`src/rtl/sb_bus_pkg.sv`:
```
// Shared types and constants for the system-bus controller.
//   state_t       : controller FSM states
//   ERR_TO_BIT    : status bit for the ack-timeout flag
//   ERR_MULTI_BIT : status bit for the multi-ack flag
//   *_DEF         : default timeout read data and status register address
package sb_bus_pkg;

  localparam int unsigned DATA_W        = 8;
  localparam int unsigned ERR_TO_BIT    = 7;
  localparam int unsigned ERR_MULTI_BIT = 6;

  localparam logic [DATA_W-1:0] ERR_BYTE_DEF  = 8'hFF;
  localparam logic [DATA_W-1:0] STAT_ADDR_DEF = 8'hFF;

  typedef enum logic [1:0] {
    IDLE   = 2'd0,
    LOCAL  = 2'd1,
    STROBE = 2'd2,
    DONE   = 2'd3
  } state_t;

endpackage

```
`src/rtl/sb_ack_mux.sv`:
```
// Per-slave gated read-data merge with ack presence and multi-ack detection.
//   sb_dat_i    : slave read data, slave k at [8k+7:8k]
//   sb_ack_i    : slave acks
//   data_c      : OR of each slave's data gated by its own ack
//   any_ack_c   : at least one ack high
//   multi_ack_c : two or more acks high
module sb_ack_mux
  import sb_bus_pkg::*;
#(
  parameter int unsigned NUM_SLV = 3
) (
  input  logic [DATA_W*NUM_SLV-1:0] sb_dat_i,
  input  logic [NUM_SLV-1:0]        sb_ack_i,
  output logic [DATA_W-1:0]         data_c,
  output logic                      any_ack_c,
  output logic                      multi_ack_c
);

  // Unacked slaves contribute nothing, so idle slaves driving 1s cannot corrupt data.
  always_comb begin
    data_c      = '0;
    any_ack_c   = 1'b0;
    multi_ack_c = 1'b0;
    for (int k = 0; k < int'(NUM_SLV); k++) begin
      if (sb_ack_i[k]) begin
        multi_ack_c = multi_ack_c | any_ack_c;
        any_ack_c   = 1'b1;
      end
      data_c = data_c | (sb_dat_i[DATA_W*k +: DATA_W] & {DATA_W{sb_ack_i[k]}});
    end
  end

endmodule

```
`src/rtl/sb_bus_ctrl.sv`:
```
// CPU register port to iCE40 hard-IP system-bus master with ack watchdog,
// multi-ack detection and a local status/control register.
//   clk, rst_n          : clock, async active-low reset
//   cs, we, addr, din   : CPU request, sampled on the cs rising edge
//   dout, rdy           : read data (held) and one-cycle completion pulse
//   sb_stb, sb_rw,
//   sb_adr, sb_dat_o    : system-bus request
//   sb_dat_i, sb_ack_i  : per-slave read data and acks
//   irq                 : high while a sticky error flag is set
module sb_bus_ctrl
  import sb_bus_pkg::*;
#(
  parameter int unsigned         NUM_SLV   = 3,
  parameter int unsigned         TO_CYCLES = 64,
  parameter logic [DATA_W-1:0]   ERR_BYTE  = ERR_BYTE_DEF,
  parameter logic [DATA_W-1:0]   STAT_ADDR = STAT_ADDR_DEF
) (
  input  logic                      clk,
  input  logic                      rst_n,
  input  logic                      cs,
  input  logic                      we,
  input  logic [DATA_W-1:0]         addr,
  input  logic [DATA_W-1:0]         din,
  output logic [DATA_W-1:0]         dout,
  output logic                      rdy,
  output logic                      sb_stb,
  output logic                      sb_rw,
  output logic [DATA_W-1:0]         sb_adr,
  output logic [DATA_W-1:0]         sb_dat_o,
  input  logic [DATA_W*NUM_SLV-1:0] sb_dat_i,
  input  logic [NUM_SLV-1:0]        sb_ack_i,
  output logic                      irq
);

  localparam int unsigned CNT_W = $clog2(TO_CYCLES + 1);

  state_t              state, state_d;
  logic                cs_d;
  logic [CNT_W-1:0]    to_cnt, to_cnt_d;
  logic                err_to, err_to_d;
  logic                err_multi, err_multi_d;
  logic                loc_we, loc_we_d;
  logic                loc_clr_to, loc_clr_to_d;
  logic                loc_clr_multi, loc_clr_multi_d;
  logic [DATA_W-1:0]   dout_d;
  logic                rdy_d;
  logic                sb_stb_d;
  logic                sb_rw_d;
  logic [DATA_W-1:0]   sb_adr_d;
  logic [DATA_W-1:0]   sb_dat_o_d;
  logic                irq_d;

  logic                start_c;
  logic [DATA_W-1:0]   ack_data_c;
  logic                any_ack_c;
  logic                multi_ack_c;
  logic [DATA_W-1:0]   stat_c;

  sb_ack_mux #(
    .NUM_SLV (NUM_SLV)
  ) u_ack_mux (
    .sb_dat_i    (sb_dat_i),
    .sb_ack_i    (sb_ack_i),
    .data_c      (ack_data_c),
    .any_ack_c   (any_ack_c),
    .multi_ack_c (multi_ack_c)
  );

  assign start_c = cs & ~cs_d;

  // Status register image: sticky flags on top, slave count minus one at the bottom.
  always_comb begin
    stat_c                = '0;
    stat_c[ERR_TO_BIT]    = err_to;
    stat_c[ERR_MULTI_BIT] = err_multi;
    stat_c[2:0]           = 3'(NUM_SLV - 1);
  end

  // State and output registers.
  always_ff @(posedge clk or negedge rst_n) begin
    if (!rst_n) begin
      state         <= IDLE;
      cs_d          <= 1'b0;
      to_cnt        <= '0;
      err_to        <= 1'b0;
      err_multi     <= 1'b0;
      loc_we        <= 1'b0;
      loc_clr_to    <= 1'b0;
      loc_clr_multi <= 1'b0;
      dout          <= '0;
      rdy           <= 1'b0;
      sb_stb        <= 1'b0;
      sb_rw         <= 1'b0;
      sb_adr        <= '0;
      sb_dat_o      <= '0;
      irq           <= 1'b0;
    end else begin
      state         <= state_d;
      cs_d          <= cs;
      to_cnt        <= to_cnt_d;
      err_to        <= err_to_d;
      err_multi     <= err_multi_d;
      loc_we        <= loc_we_d;
      loc_clr_to    <= loc_clr_to_d;
      loc_clr_multi <= loc_clr_multi_d;
      dout          <= dout_d;
      rdy           <= rdy_d;
      sb_stb        <= sb_stb_d;
      sb_rw         <= sb_rw_d;
      sb_adr        <= sb_adr_d;
      sb_dat_o      <= sb_dat_o_d;
      irq           <= irq_d;
    end
  end

  // Next-state and next-output logic; rdy and dout are set on entry to DONE
  // so they are visible during the DONE cycle itself.
  always_comb begin
    state_d         = state;
    to_cnt_d        = to_cnt;
    err_to_d        = err_to;
    err_multi_d     = err_multi;
    loc_we_d        = loc_we;
    loc_clr_to_d    = loc_clr_to;
    loc_clr_multi_d = loc_clr_multi;
    dout_d          = dout;
    rdy_d           = 1'b0;
    sb_stb_d        = sb_stb;
    sb_rw_d         = sb_rw;
    sb_adr_d        = sb_adr;
    sb_dat_o_d      = sb_dat_o;

    unique case (state)
      IDLE: begin
        if (start_c) begin
          if (addr == STAT_ADDR) begin
            state_d         = LOCAL;
            loc_we_d        = we;
            loc_clr_to_d    = din[ERR_TO_BIT];
            loc_clr_multi_d = din[ERR_MULTI_BIT];
          end else begin
            state_d    = STROBE;
            sb_adr_d   = addr;
            sb_dat_o_d = din;
            sb_rw_d    = we;
            sb_stb_d   = 1'b1;
            to_cnt_d   = '0;
          end
        end
      end

      STROBE: begin
        // An ack in the final watchdog cycle still completes normally.
        if (any_ack_c) begin
          state_d  = DONE;
          sb_stb_d = 1'b0;
          to_cnt_d = '0;
          rdy_d    = 1'b1;
          if (!sb_rw) dout_d = ack_data_c;
          if (multi_ack_c) err_multi_d = 1'b1;
        end else if (to_cnt == CNT_W'(TO_CYCLES - 1)) begin
          state_d  = DONE;
          sb_stb_d = 1'b0;
          to_cnt_d = '0;
          rdy_d    = 1'b1;
          if (!sb_rw) dout_d = ERR_BYTE;
          err_to_d = 1'b1;
        end else begin
          to_cnt_d = to_cnt + CNT_W'(1);
        end
      end

      LOCAL: begin
        state_d = DONE;
        rdy_d   = 1'b1;
        if (loc_we) begin
          if (loc_clr_to)    err_to_d    = 1'b0;
          if (loc_clr_multi) err_multi_d = 1'b0;
        end else begin
          dout_d = stat_c;
        end
      end

      DONE: begin
        state_d = IDLE;
      end

      default: begin
        state_d = IDLE;
      end
    endcase

    irq_d = err_to_d | err_multi_d;
  end

endmodule

```
`config.mk`:
```
export PLATFORM = sky130hd
export DESIGN_NAME = sb_bus_ctrl
export DESIGN_NICKNAME = d
export VERILOG_FILES = /design/src/rtl/sb_bus_pkg.sv /design/src/rtl/sb_ack_mux.sv /design/src/rtl/sb_bus_ctrl.sv
export SDC_FILE = /design/constraint.sdc
export NUM_CORES = 1
export LEC_CHECK = 0
export ABC_AREA = 0
export BUFFER_PORTS_ARGS = -buffer_cell sky130_fd_sc_hd__buf_2
export CAP_MARGIN = 20
export CORE_MARGIN = 4
export CORE_UTILIZATION = 45
export DETAILED_ROUTE_END_ITERATION = 7
export MAX_ROUTING_LAYER = met4
export PLACE_DENSITY = 0.81
export REMOVE_ABC_BUFFERS = 1
export SLEW_MARGIN = 20
export SYNTH_ARGS = -nofsm -noshare
export SYNTH_HDL_FRONTEND = slang
export SYNTH_SLANG_ARGS = --single-unit
```
`constraint.sdc`:
```
create_clock -name clk -period 3 [get_ports clk]
set_clock_uncertainty 0.05 [all_clocks]
set_input_delay 0.15 -clock clk [delete_from_list [all_inputs] [get_ports clk]]
set_output_delay 0.15 -clock clk [all_outputs]
set_load 0.01 [all_outputs]
```
==> impl_metrics.env, run 1 <==
export IMPL_outcome="completed"
export IMPL_rsz0062_at_grt="false"
export IMPL_grt_max_degree=44
export IMPL_ir_drop_mv=0.419
export IMPL_drtIter0Drc=93
export IMPL_clk_latency_ps=290
export IMPL_p_per_area_nw_per_um2=865
export IMPL_fp_dieH_um=76.0
export IMPL_max_cap_violations=0
export IMPL_startpoint_type="register"
export IMPL_crit_path_start="state[1]"
export IMPL_dieArea_um2=5780
export IMPL_combPwrFrac_pct=43.2
export IMPL_drive_above_1_share_pct=48.2
export IMPL_crit_path_max_fanout=15
export IMPL_reg2reg_from="state[1]"
export IMPL_routed_wirelength_um=4430
export IMPL_hold_start="din[3]"
export IMPL_wl_per_cell_um=14.7
export IMPL_initial_utilization_pct=47.2
export IMPL_ant_nets=0
export IMPL_grt_use_total_pct=16.4
export IMPL_min_period_ps=2370
export IMPL_layout_common_cells="buf_2, dfrtp_1, mux2_2, a21oi_1"
export IMPL_swShare_pct=34.1
export IMPL_cts_htree_levels=2
export IMPL_vias_per_cell=5.59
export IMPL_layout_commonest_cell="buf_2"
export IMPL_port_buffers=74
export IMPL_slew_limit_headroom_pct=31.6
export IMPL_clockPowerShare_pct=17.2
export IMPL_fin_crit_sh_pct=79.0
export IMPL_io_pins=75
export IMPL_slowest_delay_ps=590
export IMPL_seqPwrFrac_pct=39.6
export IMPL_ys_warn_count=0
export IMPL_synth_edff_count=0
export IMPL_synthCells=173
export IMPL_fmax_mhz=422
export IMPL_areaGrowthSynthToFinish_pct=25.0
export IMPL_final_nets=300
export IMPL_dp_hpwl_um=3410
export IMPL_postLayoutCellArea_um2=2600
export IMPL_path_cells="inv_1 > ha_1 > o21ai_0 > a211oi_2 > mux2_2"
export IMPL_die_w_um=76.0
export IMPL_hold_path_class="in -> reg"
export IMPL_path_clk_slew_ps=80
export IMPL_first_pass_iters=5
export IMPL_cts_buffers=5
export IMPL_leakage_nw=1.29
export IMPL_fillers=364
export IMPL_hold_viol_final=0
export IMPL_overflow=0
export IMPL_end_kind="register"
export IMPL_first_global_vias=1733
export IMPL_slowest_stage="a211oi_2"
export IMPL_synth_area_per_cell_um2=12.0
export IMPL_p_sw_uw=767
export IMPL_setup_violations_final=0
export IMPL_tns_ps=0
export IMPL_grt_pass1_wl_um=7800
export IMPL_rows=24
export IMPL_ys_ff_latch=43
export IMPL_core_area_um2=4410
export IMPL_async_reset_ff_share_pct=100
export IMPL_tightestPinTransition_ps=1020
export IMPL_drv_slew=0
export IMPL_place_congestion=0.858
export IMPL_cts_tree="built"
export IMPL_antennaDiodeCount=0
export IMPL_remaining_drc_errors=0
export IMPL_worst_ep_arrival_time_ps=2490
export IMPL_placed_cell_area_um2=2480
export IMPL_clockRootBuffer="clkbuf_8"
export IMPL_cts_num_sinks=43
export IMPL_path_class="reg -> reg"
export IMPL_ys_types=45
export IMPL_vias=1684
export IMPL_intPower_mw=1.48
export IMPL_antenna_found_initial=0
export IMPL_clock_path_buffers=2
export IMPL_critPathRequiredTime_ps=3120
export IMPL_yosysSeqAreaShare_pct=51.7
export IMPL_syn_area_um2=2080
export IMPL_synth_flop_cell="dfrtp_1"
[state kept, by name, indices dropped and copies added, names as in the netlist, 2 cells and up]
signal and cells:
to_cnt 7, sb_dat_o 8, sb_adr 8, state 2, dout 8
[final cells by class]
class / count / area (µm²) / share of cell area, %
inverter: 7 / 26.3 / 1.01
clock buffer: 8 / 100 / 3.84
timing repair buffer: 77 / 398 / 15.3
sequential: 43 / 1080 / 41.3
multi-input combinational: 114 / 938 / 36.0
tap: 52 / 65.1 / 2.50
[synth_stat cells, types with 3 or more instances]
master / instances / area [µm²]
a21oi_1: 16 / 80.1
inv_1: 7 / 26.3
dfrtp_1: 43 / 1080
or2_2: 3 / 18.8
nor2_1: 5 / 18.8
ha_1: 5 / 62.6
clkbuf_1: 7 / 26.3
nand3_1: 3 / 15.0
a31oi_1: 3 / 18.8
nand2_1: 4 / 15.0
mux2_2: 28 / 315
a222oi_1: 7 / 70.1
mux2i_1: 4 / 40.0
[per-layer routing]
metal	up-vias	track usage, %	part of all wire, %
li1	811	-	-
met1	803	19.3	42
met2	68	26.5	48
met3	2	6.26	8.8
met4	0	3.74	0.61
met5	-	-	0
[worst max-delay path, delay by kind of cell, from the launching register on]
family                     cells  cell delay, ps
adders and majority gates      1             500
muxes                          1             410
DFF                            1             390
buffers and inverters          1             100
AOI/OAI and AO/OA              2             790
[power groups by stage]
stage | Combinational (mW) | Sequential [mW] | Clock (mW)
floorplan | 0.544 | 0.991 | 0
global placement | 0.959 | 0.897 | 0
detailed placement | 0.980 | 0.906 | 0
CTS | 0.988 | 0.894 | 0.410
global route | 1.08 | 0.921 | 0.432
finish | 0.972 | 0.892 | 0.388
[path summary, 6_finish.rpt]
| kind | endpoint | slack [ps] | cells after the start |
|---|---|---|---|
| setup reg to reg | dout[3] | 630 | 5 |
| setup / recovery | dout[3] | 630 | 5 |
| min in group asynchronous | to_cnt[6] | 490 | 2 |
| hold / removal | sb_dat_o[3] | 40 | 2 |
| max in group asynchronous | sb_dat_o[0] | 1840 | 2 |
| hold reg to reg | to_cnt[6] | 440 | 1 |
[kinds of logic after synthesis]
| logic type | Yosys count | synth area share (%) |
|---|---|---|
| adders and majority gates | 6 | 3.48 |
| buffers and inverters | 16 | 3.30 |
| muxes | 32 | 17.1 |
| DFF | 43 | 51.7 |
| AOI/OAI and AO/OA | 46 | 16.0 |
| and+or+nand+nor | 30 | 8.53 |
[stage by stage]
step                power, mW  instances  hold WS (ps)  utilization [%]  worst slack, ps
floorplan                1.53        164          -196                -              748
global placement         1.86        291           237             56.3              767
detailed placement       1.89        291           239             56.3              640
CTS                      2.29        301          21.0             59.0              622
global route             2.44        301          31.8             59.0              431
finish                   2.25        301          41.0             59.0              631
[timing repair]
item / CTS / global route
endpoints found under the hold margin: 44 / 0
hold buffers: 2 / 0
buffers inserted: 0 / 0
endpoints found under the setup margin: 0 / 0
gates resized for setup: 0 / 0
No activity file was read; power rests on OpenSTA's default activity.
==> inputs of run 2 (changes only) <==
--- a/config.mk
+++ b/config.mk
@@ -5,14 +5,14 @@
 export SDC_FILE = /design/constraint.sdc
 export NUM_CORES = 1
 export LEC_CHECK = 0
-export ABC_AREA = 0
+export ABC_AREA = 1
 export BUFFER_PORTS_ARGS = -buffer_cell sky130_fd_sc_hd__buf_2
 export CAP_MARGIN = 20
 export CORE_MARGIN = 4
 export CORE_UTILIZATION = 45
 export DETAILED_ROUTE_END_ITERATION = 7
 export MAX_ROUTING_LAYER = met4
-export PLACE_DENSITY = 0.81
+export PLACE_DENSITY = 0.82
 export REMOVE_ABC_BUFFERS = 1
 export SLEW_MARGIN = 20
 export SYNTH_ARGS = -nofsm -noshare
==> constraint.sdc (replaced) <==
create_clock -name clk -period 2 [get_ports clk]
set_clock_uncertainty 0.05 [all_clocks]
set_input_delay 0.1 -clock clk [delete_from_list [all_inputs] [get_ports clk]]
set_output_delay 0.1 -clock clk [all_outputs]
set_load 0.01 [all_outputs]
==> run 2 against run 1 <==
- sequential share of layout area fell by 5.8 points
- utilization rose by 3.1 points
- count of clock-buffer cells in the layout shrank 2
- wire length grew 22%
- die area grew 11%
- non-clock buffer count increased by 17
- fmax is 42% higher
- clock power increased by 79%
- synthesized cell count up 69%
- total power increased by 68%
- critical path type unchanged
==> impl_metrics.env, run 2 <==
export IMPL_path_clk_slew_ps=80
export IMPL_first_global_vias=2096
export IMPL_worst_ep_arrival_time_ps=1800
export IMPL_synthTopCellsByArea="dfrtp_1, nand2_1, nand3_1"
export IMPL_cts_setup_buffers=0
export IMPL_final_nets=435
export IMPL_reg2reg_from="state[0]"
export IMPL_syn_area_um2=2340
export IMPL_tns_ps=0
export IMPL_ctsResizeCount=0
export IMPL_synth_area_leader_cell="dfrtp_1"
export IMPL_cts_hold_buf=15
export IMPL_cts_buffers=5
export IMPL_ant_nets=0
export IMPL_ir_drop_mv=0.615
export IMPL_synth_area_per_cell_um2=8.00
export IMPL_r2r_end="loc_clr_multi"
export IMPL_leakage_nw=1.68
export IMPL_remaining_drc_errors=0
export IMPL_cts_htree_levels=2
export IMPL_ff2ff_setup_slack_ps=330
export IMPL_setup_worst_path_end="loc_clr_multi"
export IMPL_areaGrowthSynthToFinish_pct=29.6
export IMPL_synth_common_cells="nand2_1, dfrtp_1, nand3_1, nor2_1, inv_1"
export IMPL_initial_utilization_pct=47.9
export IMPL_final_setup_worst_slack_ps=327
export IMPL_crit_path_start="state[0]"
export IMPL_dieArea_um2=6410
export IMPL_place_congestion=0.839
export IMPL_rsz0062_at_grt="false"
export IMPL_core_area_um2=4880
export IMPL_yosysSeqAreaShare_pct=46.1
export IMPL_antennaDiodeCount=0
export IMPL_drv_slew=0
export IMPL_cts_num_sinks=43
export IMPL_hold_path_class="in -> reg"
export IMPL_layout_commonest_cell="nand2_1"
export IMPL_power_mw=3.79
export IMPL_overflow=0
export IMPL_min_period_ps=1670
export IMPL_yosysTopAreaCellShare_pct=46.1
export IMPL_placed_cell_area_um2=2760
export IMPL_dp_hpwl_um=3880
export IMPL_path_class="reg -> reg"
export IMPL_p_per_area_nw_per_um2=1250
export IMPL_yosysMostFrequentCell="nand2_1"
export IMPL_wl_per_cell_um=12.0
export IMPL_postLayoutCellArea_um2=3030
export IMPL_ys_warn_count=0
export IMPL_crit_path_max_fanout=15
export IMPL_fp_dieH_um=80.1
export IMPL_vias=2218
export IMPL_layout_common_cells="nand2_1, buf_2, dfrtp_1, nand3_1, nor2_1"
export IMPL_reg_top3="dout: 8 flops, sb_adr: 8 flops, sb_dat_o: 8 flops"
export IMPL_reg2reg_depth=8
export IMPL_die_w_um=80.1
export IMPL_fin_crit_sh_pct=83.6
export IMPL_async_reset_ff_share_pct=100
export IMPL_outcome="completed"
export IMPL_grt_max_degree=44
export IMPL_antenna_found_initial=0
export IMPL_routed_wirelength_um=5410
export IMPL_synth_flop_cell="dfrtp_1"
export IMPL_vias_per_cell=4.92
export IMPL_grt_pass1_wl_um=9000
export IMPL_first_pass_iters=4
export IMPL_startpoint_type="register"
export IMPL_slew_limit_headroom_pct=65.4
export IMPL_clock_path_buffers=2
export IMPL_critPathRequiredTime_ps=2130
export IMPL_synth_edff_count=0
export IMPL_clk_latency_ps=300
export IMPL_synthCells=292
export IMPL_hold_viol_final=0
export IMPL_setup_violations_final=0
export IMPL_fmax_mhz=598
export IMPL_max_cap_violations=0
export IMPL_drtIter0Drc=104
export IMPL_cts_tree="built"
export IMPL_ys_types=28
export IMPL_port_buffers=74
export IMPL_tightestPinTransition_ps=519
export IMPL_drive_above_1_share_pct=28.6
export IMPL_fillers=420
export IMPL_grt_use_total_pct=17.8
export IMPL_clockRootBuffer="clkbuf_8"
export IMPL_rows=25
export IMPL_io_pins=75
export IMPL_pre_cts_ws_ps=362
export IMPL_ys_ff_latch=43
export IMPL_end_kind="register"
==> run 2: report_power, final <==
group | switching [mW] | internal [mW] | total (mW)
clock | 0.292 | 0.404 | 0.696
combinational | 1.04 | 0.663 | 1.71
sequential | 0.188 | 1.20 | 1.39
==> run 2: critical path: stages, from the launching register on <==
cell,delay [ps]
dfrtp_1,380
inv_1,130
ha_1,180
inv_1,80
nor2_4,140
buf_4,230
nand3_1,190
nand2_1,90
o21ai_0,80
==> run 2: cell type report <==
class	instances	area (µm²)	share of cell area, %
inverter	18	67.6	2.23
clock buffer	6	82.6	2.73
sequential	43	1080	35.5
clock inverter	2	35.0	1.16
tap	67	83.8	2.77
timing repair buffer	94	558	18.4
multi-input combinational	221	1120	37.1
==> run 2: logic make-up (layout without fill, tap and decap cells) <==
group,count (synthesis),in the layout,share of synthesized area [%]
adders and majority gates,5,5,2.68
buffers and inverters,28,120,5.78
and+or+nand+nor,191,191,39.6
AOI/OAI and AO/OA,25,25,5.84
DFF,43,43,46.1
==> run 2: layer usage <==
layer	share of wire (%)	vias up	global-route usage (%)	wire length (µm)
met3	4.8	5	3.59	257
met2	51	55	30.9	2760
li1	-	1124	-	-
met4	0.67	0	3.89	36
met5	0	-	-	0
met1	44	1034	21.5	2360
==> run 2: how the worst min path moves through the flow <==
| stage | start | to | slack, ps | cells past startpoint |
|---|---|---|---|---|
| 6_report | addr[3] | sb_adr[3] | 30 | 3 |
| 5_1_grt | we | loc_we | 40 | 3 |
| 4_1_cts | din[6] | loc_clr_multi | 20 | 3 |
| 3_5_place_dp | rst_n | sb_adr[2] | 150 | 2 |
| 3_3_place_gp | rst_n | sb_adr[3] | 150 | 2 |
| 2_1_floorplan | rst_n | cs_d | -250 | 0 |
==> run 2: stage by stage <==
| step | util, % | cells | hold slack, ps |
|---|---|---|---|
| 2_1_floorplan | - | 282 | -246 |
| 3_3_place_gp | 56.6 | 428 | 150 |
| 3_5_place_dp | 56.6 | 428 | 153 |
| 4_1_cts | 62.1 | 451 | 18.7 |
| 5_1_grt | 62.1 | 451 | 44.5 |
| 6_report | 62.1 | 451 | 29.8 |
==> inputs of run 3 (changes only) <==
==> constraint.sdc (replaced) <==
create_clock -name clk -period 1.47 [get_ports clk]
set_clock_uncertainty 0.05 [all_clocks]
set_input_delay 0.0735 -clock clk [delete_from_list [all_inputs] [get_ports clk]]
set_output_delay 0.0735 -clock clk [all_outputs]
set_load 0.01 [all_outputs]
==> run 3 against run 2 <==
- the flow now finishes with violations (setup timing)
- non-clock buffer count up 27
- critical path type unchanged
- sequential power grew 37%
- register-to-register slack got worse by 370 ps
- flip-flop and latch count did not move
- total power increased by 60%
- utilization grew 8.1 points
- first-iteration DRC count up 24%
- wire length is 21% higher
- largest cell class unchanged
- global-route usage rose by 3.4 points
- critical path depth stayed put
- clock power grew 57%
- combinational power up 80%
==> impl_metrics.env, run 3 (synthesized netlist as in run 2, its figures left out) <==
export IMPL_worst_ep_arrival_time_ps=1650
export IMPL_holdWs_ps=108
export IMPL_violations="setup timing"
export IMPL_utilization_pct=70.1
export IMPL_crit_path_max_fanout=8
export IMPL_layout_commonest_cell="nand2_1"
export IMPL_first_pass_iters=5
export IMPL_wl_per_cell_um=13.7
export IMPL_clockPowerShare_pct=18.0
export IMPL_clockRootBuffer="clkbuf_8"
export IMPL_rsz0062_at_grt="true"
export IMPL_port_buffers=74
export IMPL_path_clk_slew_ps=90
export IMPL_setup_worst_path_end="dout[5]"
export IMPL_antennaDiodeCount=0
export IMPL_tns_ps=-388
export IMPL_io_pins=75
export IMPL_intPower_mw=3.65
export IMPL_first_global_vias=2443
export IMPL_seqPwrFrac_pct=31.5
export IMPL_cts_htree_levels=2
export IMPL_max_cap_violations=0
export IMPL_vias=2424
export IMPL_drive_above_1_share_pct=37.5
export IMPL_areaGrowthSynthToFinish_pct=46.4
export IMPL_p_sw_mw=2.42
export IMPL_crit_path_start="state[0]"
export IMPL_path_class="reg -> reg"
export IMPL_reg2reg_depth=8
export IMPL_cts_buffers=5
export IMPL_dp_hpwl_um=4280
export IMPL_p_per_area_nw_per_um2=1770
export IMPL_reg_top3="dout: 8 flops, sb_adr: 8 flops, sb_dat_o: 8 flops"
export IMPL_drv_slew=0
export IMPL_remaining_drc_errors=0
export IMPL_critPathRequiredTime_ps=1600
export IMPL_hold_viol_final=0
export IMPL_ant_nets=0
export IMPL_core_area_um2=4880
export IMPL_rows=25
export IMPL_vias_per_cell=5.05
export IMPL_clock_path_buffers=2
export IMPL_overflow=0
export IMPL_cts_tree="built"
export IMPL_fmax_mhz=660
export IMPL_grt_max_degree=22
export IMPL_outcome="finished with violations"
export IMPL_initial_utilization_pct=47.9
export IMPL_end_kind="register"
export IMPL_min_period_ps=1520
export IMPL_combPwrFrac_pct=50.5
export IMPL_grt_pass1_wl_um=10700
export IMPL_final_nets=464
export IMPL_clk_latency_ps=300
export IMPL_antenna_found_initial=0
export IMPL_reg2reg_from="state[0]"
export IMPL_dieArea_um2=6410
export IMPL_hold_start="sb_dat_i[17]"
export IMPL_layout_common_cells="nand2_1, buf_2, dfrtp_1, nand3_1, buf_4"
export IMPL_fin_crit_sh_pct=103
export IMPL_setup_violations_final=16
export IMPL_hold_path_class="in -> reg"
export IMPL_drtIter0Drc=129
export IMPL_grt_use_total_pct=21.2
export IMPL_fillers=368
export IMPL_die_w_um=80.1
export IMPL_ir_drop_mv=0.911
export IMPL_fp_dieH_um=80.1
export IMPL_final_setup_worst_slack_ps=-45.5
export IMPL_startpoint_type="register"
export IMPL_tightestPinTransition_ps=428
export IMPL_r2r_end="dout[5]"
export IMPL_cts_num_sinks=43
export IMPL_slew_limit_headroom_pct=71.4
export IMPL_swShare_pct=39.9
export IMPL_routed_wirelength_um=6570
export IMPL_leakage_nw=1.83
export IMPL_place_congestion=0.853
export IMPL_ff2ff_setup_slack_ps=-50
-- run 3: changes by cell type in the layout (fill, tap and decap cells not counted), moves of 4 or more --
cell           delta
nor2_2            +4
inv_1             -4
o21ai_0           -5
dlygate4sd3_1     +4
ha_1              -5
buf_4            +20
-- run 3: layout make-up --
class / count / area (µm²) / share of cell area (%)
clock inverters: 2 / 60.1 / 1.76
inverters: 18 / 70.1 / 2.05
multi-input cells: 223 / 1260 / 36.8
well taps: 67 / 83.8 / 2.45
clock buffers: 6 / 72.6 / 2.12
flip-flops and latches: 43 / 1080 / 31.5
repair buffers: 121 / 800 / 23.4
-- run 3: power by group through the flow --
stage                     clock network [mW]  logic [mW]  registers (mW)
after global placement                     0        2.48            1.89
after global routing                    1.16        3.37            1.96
after detailed placement                   0        2.58            1.90
final                                   1.09        3.07            1.91
after floorplan                            0        1.30            2.05
after CTS                               1.10        2.83            1.91
-- run 3: per-stage QoR --
step | instance area, µm² | instances | power [mW] | setup WS [ps]
2_1_floorplan | 2270 | 282 | 3.35 | -278
3_3_place_gp | 2910 | 444 | 4.36 | -28.7
6_report | 3420 | 480 | 6.07 | -45.5
4_1_cts | 3320 | 476 | 5.83 | -38.4
3_5_place_dp | 2910 | 444 | 4.48 | -111
5_1_grt | 3420 | 480 | 6.49 | -145
-- run 3: how the worst min path moves through the flow --
| stage | end | slack [ps] | depth (start not counted) |
|---|---|---|---|
| 2_1_floorplan | cs_d | -270 | 0 |
| 3_3_place_gp | sb_adr[3] | -70 | 1 |
| 3_5_place_dp | sb_adr[2] | -60 | 1 |
| 4_1_cts | dout[1] | 100 | 5 |
| 5_1_grt | dout[1] | 140 | 5 |
| 6_report | dout[1] | 110 | 5 |
-- run 3: routing by layer --
metal	vias up	part of all wire [%]	wire, µm	global-route usage (%)
met5	-	0	0	-
met4	0	0.93	61	4.73
li1	1187	-	-	-
met1	1147	40	2650	25.4
met3	9	5.0	331	3.59
met2	81	54	3520	37.5
-- run 3: worst max-delay path: stages (launching register included) --
cell and delay [ps]:
dfrtp_1 400, buf_4 140, ha_2 200, nand2_1 90
o21ai_2 90, nor2_4 200, nand2_4 100, nand2_1 80
nand2_1 50
-- run 3: repair_timing --
item,CTS,global route
setup buffers,3,4
setup endpoints to repair,39,40
pin swaps,6,13
resized for setup,15,20
endpoints found under the hold margin,62,0
gates cloned,2,0
hold buffers,19,0
